`config.mk`:
```
export PLATFORM = sky130hd
export DESIGN_NAME = instr_encoder
export DESIGN_NICKNAME = d
export VERILOG_FILES = /design/src/rtl/instr_encoder.sv
export SDC_FILE = /design/constraint.sdc
export NUM_CORES = 1
export LEC_CHECK = 0
export CORE_AREA = 2 2 135 137
export DETAILED_ROUTE_END_ITERATION = 7
export DIE_AREA = 0 0 137 139
export GPL_ROUTABILITY_DRIVEN = 0
export HOLD_SLACK_MARGIN = 0.15
export PLACE_DENSITY = 0.72
export SLEW_MARGIN = 20
export SYNTH_ARGS = -nofsm -noshare
export SYNTH_HDL_FRONTEND = slang
export SYNTH_SLANG_ARGS = --single-unit
```
`constraint.sdc`:
```
create_clock -name clk -period 2.55 [get_ports clk]
set_input_delay 0.6375 -clock clk [delete_from_list [all_inputs] [get_ports clk]]
set_output_delay 0.6375 -clock clk [all_outputs]
set_load 0.02 [all_outputs]
```
`src/rtl/instr_encoder.sv`:
```
// Instruction encoder: packs decoded requests into 16-bit words, tags them with a running
// address and buffers them in a FIFO. Optional immediate range check: INSTR_ENC_RANGECHK_EN.
module instr_encoder #(
    parameter int FIFO_DEPTH = 4
) (
    input  logic        clk,
    input  logic        rst_n,
    input  logic        start,
    input  logic [15:0] base_addr,
    input  logic        in_valid,
    output logic        in_ready,
    input  logic [3:0]  in_op,
    input  logic [3:0]  in_a,
    input  logic [3:0]  in_b,
    input  logic [3:0]  in_c,
    input  logic [11:0] in_imm,
    output logic        out_valid,
    input  logic        out_ready,
    output logic [15:0] out_instr,
    output logic [15:0] out_addr,
    output logic        busy,
    output logic        halted,
    output logic        err
);

    localparam int PW = $clog2(FIFO_DEPTH);

    typedef enum logic [1:0] {
        ST_IDLE,
        ST_RUN,
        ST_HALTED
    } state_t;

    state_t      state_q, state_d;
    logic [15:0] addr_q, addr_d;
    logic        err_q, err_d;
    logic [PW:0] wr_ptr_q, wr_ptr_d;
    logic [PW:0] rd_ptr_q, rd_ptr_d;

    logic [15:0] buf_instr_q [FIFO_DEPTH];
    logic [15:0] buf_addr_q  [FIFO_DEPTH];

    logic [15:0] enc_word;
    logic [15:0] word_addr;
    logic        imm_legal;
    logic        fifo_full;
    logic        fifo_empty;
    logic        accept;
    logic        push;
    logic        pop;
    logic [PW-1:0] wr_idx;
    logic [PW-1:0] rd_idx;

    assign wr_idx     = wr_ptr_q[PW-1:0];
    assign rd_idx     = rd_ptr_q[PW-1:0];
    // Extra pointer MSB tells full from empty when the indices match.
    assign fifo_empty = (wr_ptr_q == rd_ptr_q);
    assign fifo_full  = (wr_ptr_q[PW] != rd_ptr_q[PW]) && (wr_idx == rd_idx);

    assign in_ready  = (state_q == ST_RUN) && !fifo_full;
    assign accept    = in_valid && in_ready;
    assign push      = accept && imm_legal;
    assign out_valid = !fifo_empty;
    assign pop       = out_valid && out_ready;
    assign word_addr = start ? base_addr : addr_q;

    // NOTE: every signal written in always_comb gets a default first, so no path leaves it unassigned (no latch).
    always_comb begin
        enc_word = 16'h0000;
        case (in_op)
            4'h8, 4'h9: enc_word = {in_op, in_a, in_b, in_imm[3:0]};
            4'hA, 4'hB: enc_word = {in_op, in_a, in_imm[7:0]};
            4'hC:       enc_word = {in_op, in_a[2:0], in_imm[8:0]};
            4'hD:       enc_word = {in_op, in_imm};
            4'hE:       enc_word = {in_op, 12'h000};
            4'hF:       enc_word = 16'hFFFF;
            default:    enc_word = {in_op, in_a, in_b, in_c};
        endcase
    end

`ifdef INSTR_ENC_RANGECHK_EN
    always_comb begin
        imm_legal = 1'b1;
        case (in_op)
            4'h8, 4'h9: imm_legal = (in_imm[11:4] == 8'h00);
            4'hA, 4'hB: imm_legal = (in_imm[11:8] == 4'h0);
            4'hC:       imm_legal = (in_imm[11:9] == 3'h0);
            4'hE:       imm_legal = (in_imm == 12'h000);
            default:    imm_legal = 1'b1;
        endcase
    end
`else
    assign imm_legal = 1'b1;
`endif

    always_comb begin
        state_d  = state_q;
        addr_d   = addr_q;
        err_d    = err_q | (accept & ~imm_legal);
        wr_ptr_d = push ? wr_ptr_q + (PW+1)'(1) : wr_ptr_q;
        rd_ptr_d = pop  ? rd_ptr_q + (PW+1)'(1) : rd_ptr_q;

        // Start is applied before the accept, so a coincident word takes base_addr.
        if (start) begin
            addr_d = base_addr;
        end
        if (push) begin
            addr_d = word_addr + 16'd1;
        end

        case (state_q)
            ST_IDLE:   if (start) state_d = ST_RUN;
            ST_RUN:    if (push && in_op == 4'hF) state_d = ST_HALTED;
            ST_HALTED: if (start) state_d = ST_RUN;
            default:   state_d = ST_IDLE;
        endcase
    end

    // NOTE: sequential state uses non-blocking assignments so all flops update from pre-edge values.
    always_ff @(posedge clk or negedge rst_n) begin
        if (!rst_n) begin
            state_q  <= ST_IDLE;
            addr_q   <= 16'h0000;
            err_q    <= 1'b0;
            wr_ptr_q <= '0;
            rd_ptr_q <= '0;
        end else begin
            state_q  <= state_d;
            addr_q   <= addr_d;
            err_q    <= err_d;
            wr_ptr_q <= wr_ptr_d;
            rd_ptr_q <= rd_ptr_d;
        end
    end

    // NOTE: buffer storage has no reset; pointers define validity and outputs are gated while empty.
    always_ff @(posedge clk) begin
        if (push) begin
            buf_instr_q[wr_idx] <= enc_word;
            buf_addr_q[wr_idx]  <= word_addr;
        end
    end

    assign out_instr = out_valid ? buf_instr_q[rd_idx] : 16'h0000;
    assign out_addr  = out_valid ? buf_addr_q[rd_idx]  : 16'h0000;
    assign busy      = (state_q == ST_RUN);
    assign halted    = (state_q == ST_HALTED);
    assign err       = err_q;

endmodule

```
After elaboration in Yosys (flattened, before gate mapping). Memory sizes are Yosys's and may differ from the RTL's. Index checks and enable logic that the tools add are counted.

Multiplexer cells: 10. Add/subtract/negate cells: 3. Reductions and logical operators: 12. Eq/ne operators: 15.

Operator list (count): $pmux 16 s6 (1); $mux 16 (4); $eq 4x4->1 const B (8); $add 16x1->16 const B (1); $add 3x1->3 const B (2); $reduce_or 2->1 (3); $logic_and 1x1->1 (5); $mux 2 (2); $ne 2x1->1 const B (2); $pmux 2 s2 (1); $eq 3x3->1 (1); $eq 2x1->1 const B (1); $eq 2x2->1 (1); $eq 2x2->1 const B (1); $logic_not 1->1 (2); $logic_not 2->1 (1); $mux 1 (2); $reduce_and 2->1 (1); $ne 1x1->1 (1).

Memory bits (writable): 128. Bits in registers: 24. Memories kept: 2. Word-level logic and storage cells: 46. Output and inout port bits: 37.

Memories: buf_addr_q (depth 4, bits a word 16, rd ports 1, clocked after Yosys merged registers in 0, write ports 1, line 41) `logic [15:0] buf_addr_q [FIFO_DEPTH];`; buf_instr_q (depth 4, bits a word 16, rd ports 1, clocked after Yosys merged registers in 0, write ports 1, line 40) `logic [15:0] buf_instr_q [FIFO_DEPTH];`.

Longest topological paths before layout.
Depth after elaboration: 8. Gate-level depth with buffers: 9. Gate-level depth less buffers: 5.

Worst setup path before layout. OpenSTA, ideal clock, no wires.

Path type: flip-flop to flip-flop. From: register rd_ptr_q[0]. To: memory buf_addr_q[0][0], enable pin. Clock period less this slack: 2519 ps. Path buffers: 2. Required time: 2158 ps. Cell stages (with the launch flop): 6. Arrival: 2127 ps. Path slack: 31 ps. Cells stage by stage: dfrtp_1 -> buf_4 -> xnor2_2 -> a311oi_4 -> buf_2 -> and2_1.

Cells in the longest elaborated chain, start to end: 7.

Ends and longest elaborated chain: start, declared (line 38) `logic [PW:0] rd_ptr_q, rd_ptr_d;`; start signal, assigned (line 132) `rd_ptr_q <= rd_ptr_d;`; $eq 2x2->1 (line 58) `assign fifo_full = (wr_ptr_q[PW] != rd_ptr_q[PW]) && (wr_idx == rd_idx);`; $logic_and 1x1->1 (line 58); $logic_not 1->1 (line 60) `assign in_ready = (state_q == ST_RUN) && !fifo_full;`; $logic_and 1x1->1 (line 60); $logic_and 1x1->1 (line 61) `assign accept = in_valid && in_ready;`; $mux 1 (line 138) `if (push) begin`; $mux 1 (not written as such) (line 140) `buf_addr_q[wr_idx] <= word_addr;`; end, declared (line 41).

No other way between the ends.

Final worst setup path.
From: register rd_ptr_q[0]. To: output port out_instr[10].

Cells in the longest elaborated chain, start to end: 2. Elaborated cells on any way between the ends: 3. Classes of those cells: eq/ne: 1; mux: 1; memory: 1.

Ends and longest elaborated chain: $mem_v2 4x16 or $eq 3x3->1 (tied branches); $mux 16 (*) (line 144) `assign out_instr = out_valid ? buf_instr_q[rd_idx] : 16'h0000;`; end, declared (line 19) `output logic [15:0] out_instr,`.

Every way passes the cells marked *; elsewhere a longest branch is shown, timed or not.

==> results.toml <==
[outcome]
outcome = "finished, violations left"
violations = "negative setup slack"

[yosys]
ys.flop_type = "edfxtp_1"
synth_commonest_cells = "edfxtp_1 (128), and2_1 (37), mux4_2 (32)"
synth_compound_area_frac = 0.03916
ys_warn_count = 0
synth-edff-count = 128
synth-adder-area-share = 0.01140
synthCells = 400
synth-simple-area-share = 0.08002
syn_area_um2 = 6583
synth_fp_nets = 455
synth-seq-cells = 152
synth_top_family_by_area = "multiplexers"
seq_area_frac_synth = 0.6752
avgSynthCellArea_um2 = 16.46
synthArstFlopShare = 0.1579
yosysMostFrequentCell = "edfxtp_1"
synth.area.top_cells = "edfxtp_1 (58%), mux4_2 (11%), dfrtp_1 (9.1%), and2_1 (3.5%), mux2_2 (2.2%)"
synth_top_area_share = 0.5839
synth_mux_area_frac = 0.1408
synth_xor_area_frac = 0.02908
synth_top_cell_by_area = "edfxtp_1"
ys_types = 38

[clock_tree]
path_clk_slew_ps = 60
clockRootBuffer = "clkbuf_16"
cts_hold_buf = 0
cts_sinks = 152
htree_levels = 4
clock_latency_ps = 420
cts_tree = "done"
cts_max_path_buffers = 2
cts_made_buffers = 17

[critical_path]
cp.required_ps = 1910
crit_type = "flop to output pin"
end_kind = "output pin"
worstPathArrival_ps = 2070
r2r_cells = 9
crit_fanout = 5
startpoint_type = "flop"

[placed_design]
port_buffers = 84
dp_cells = 724
detailed_place.area_um2 = 7979
hpwl_mm = 9.612

[die]
die_w_um = 137
start_util = 0.3728
io_pins = 86
die_area_um2 = 19040
core_area_um2 = 17660
die_h_um = 139
rows = 49

[hold_path]
hold_class = "flop to flop"
min_path_cells = 1

[global_route]
grt_use_total = 0.1621
grt_max_degree = 33
antenna_found_initial = 0
grt_pass1_vias = 4197
grt_pass1_wl_mm = 22.96
gr-total-overflow = 0

[route]
ant_nets = 0
drt_iter0_markers = 243
vias_per_cell = 5.047
drc_errors = 0
drt-pass1-iter-count = 4
vias = 3947
routed_wl_mm = 14.80
wire_per_inst_um = 18.92

[sta]
fmax_mhz = 369.6
finalWorstSetupSlack_ps = -155.3
hold_viol = 0
setup_viol = 30
finalCriticalPeriod_ps = 2705
rsz0062_at_grt = "yes"
period_share = 1.061
final.setup_skew_ps = 6.284
slew_viol_final = 0
fin_tns_setup_ps = -1821

[cells_and_area]
finalInstanceArea_um2 = 9032
nNetsFinal = 595
synthToLayoutAreaGrowth_pct = 37.22
antennaDiodeCount = 0
fill_cells = 1465
layout-drive-gt1-share = 0.3779
fin_cells = 782

[power_and_ir_drop]
powerDensity_nw_per_um2 = 1330
p_leak_nw = 3.359
total_power_mw = 12.01
vdd_drop_max_uv = 851.9

[job]
cap_violations = 0
critical path: stages (launching register included):
cell     delay, ps
dfrtp_4        530
buf_12         170
buf_12         130
buf_6          110
mux4_2         410
and2_4         170
buf_6          120
layout by cell type (no fill, tap or decap), types with 3 or more instances in the layout:
master	n
mux4_2	32
nor2b_1	3
buf_12	12
nor2_1	17
buf_4	35
o21a_1	3
xnor2_1	13
nand2_1	17
clkbuf_16	18
clkinv_4	3
a22o_1	8
nand3_1	7
o21ai_0	7
buf_2	4
and2_1	8
nand4_1	3
and2_4	29
clkdlybuf4s50_1	50
ha_1	6
buf_6	40
mux2_2	13
dfrtp_1	23
bufinv_16	3
inv_6	5
edfxtp_1	128
a21oi_1	12
xor2_1	6
inv_1	11
mux2i_1	6
timing repair:
action | 4_1_cts | 5_1_grt
endpoints found under the setup margin | 34 | 34
pin swaps | 23 | 10
buffers inserted | 20 | 5
resized for setup | 220 | 27
gates cloned | 3 | 1
area by class of cell:
cell class | count | area (µm²) | area share
clock buffers | 17 | 425.4 | 0.04710
clock inverters | 15 | 190.2 | 0.02106
inverters | 11 | 41.29 | 0.004571
multi-input cells | 212 | 2079 | 0.2302
flip-flops and latches | 152 | 4448 | 0.4925
well taps | 229 | 286.5 | 0.03172
repair buffers | 146 | 1562 | 0.1729
state kept, by name, summed over array words and instances, names as in the netlist:
register     count
buf_addr_q      64
buf_instr_q     64
addr_q          16
rd_ptr_q         3
wr_ptr_q         3
state_q          2
stage by stage:
step / setup WS (ps) / utilization / hold slack, ps
floorplan: 30.51 / - / 341.9
global placement: 1.699 / 0.4519 / 467.8
detailed placement: -9.575 / 0.4519 / 487.5
CTS: -199.0 / 0.5086 / 495.7
global route: -189.8 / 0.5116 / 518.3
finish: -155.3 / 0.5116 / 496.4
where the power goes:
part           switching, mW  internal [mW]  total (mW)
Combinational           2.63           3.28        5.91
Clock                   1.02           1.56        2.58
Sequential             0.186           3.34        3.52
Total                   3.83           8.18        12.0
logic make-up (layout without fill, tap and decap cells):
kind of cell,Yosys count,in the layout
flip-flops,152,152
AND/OR/NAND/NOR,96,96
multiplexers,51,51
AO/OA/AOI/OAI,37,37
buffers and inverters,36,189
XOR/XNOR,21,21
adder cells (fa/ha/maj),6,6
other,1,1
path summary, 6_finish.rpt:
path | endpoint | slack [ps] | start
worst max-delay path | out_instr[10] | -160 | rd_ptr_q[0]$_DFFE_PN0P_
max in group asynchronous | rd_ptr_q[0]$_DFFE_PN0P_ | 1700 | rst_n
worst min register to register | wr_ptr_q[2]$_DFFE_PN0N_ | 500 | wr_ptr_q[2]$_DFFE_PN0N_
min in group asynchronous | addr_q[0]$_DFF_PN0_ | 580 | rst_n
worst max register to register | addr_q[14]$_DFF_PN0_ | 140 | rd_ptr_q[0]$_DFFE_PN0P_
worst min-delay path | wr_ptr_q[2]$_DFFE_PN0N_ | 500 | wr_ptr_q[2]$_DFFE_PN0N_
layer usage:
metal,part of all wire,up-vias,global-route usage
met5,0,-,0
met4,0.010,0,0.03852
met3,0.052,16,0.03911
met2,0.52,121,0.2786
met1,0.42,2013,0.2061
li1,-,1797,-
No activity file was read; power rests on OpenSTA's default activity.
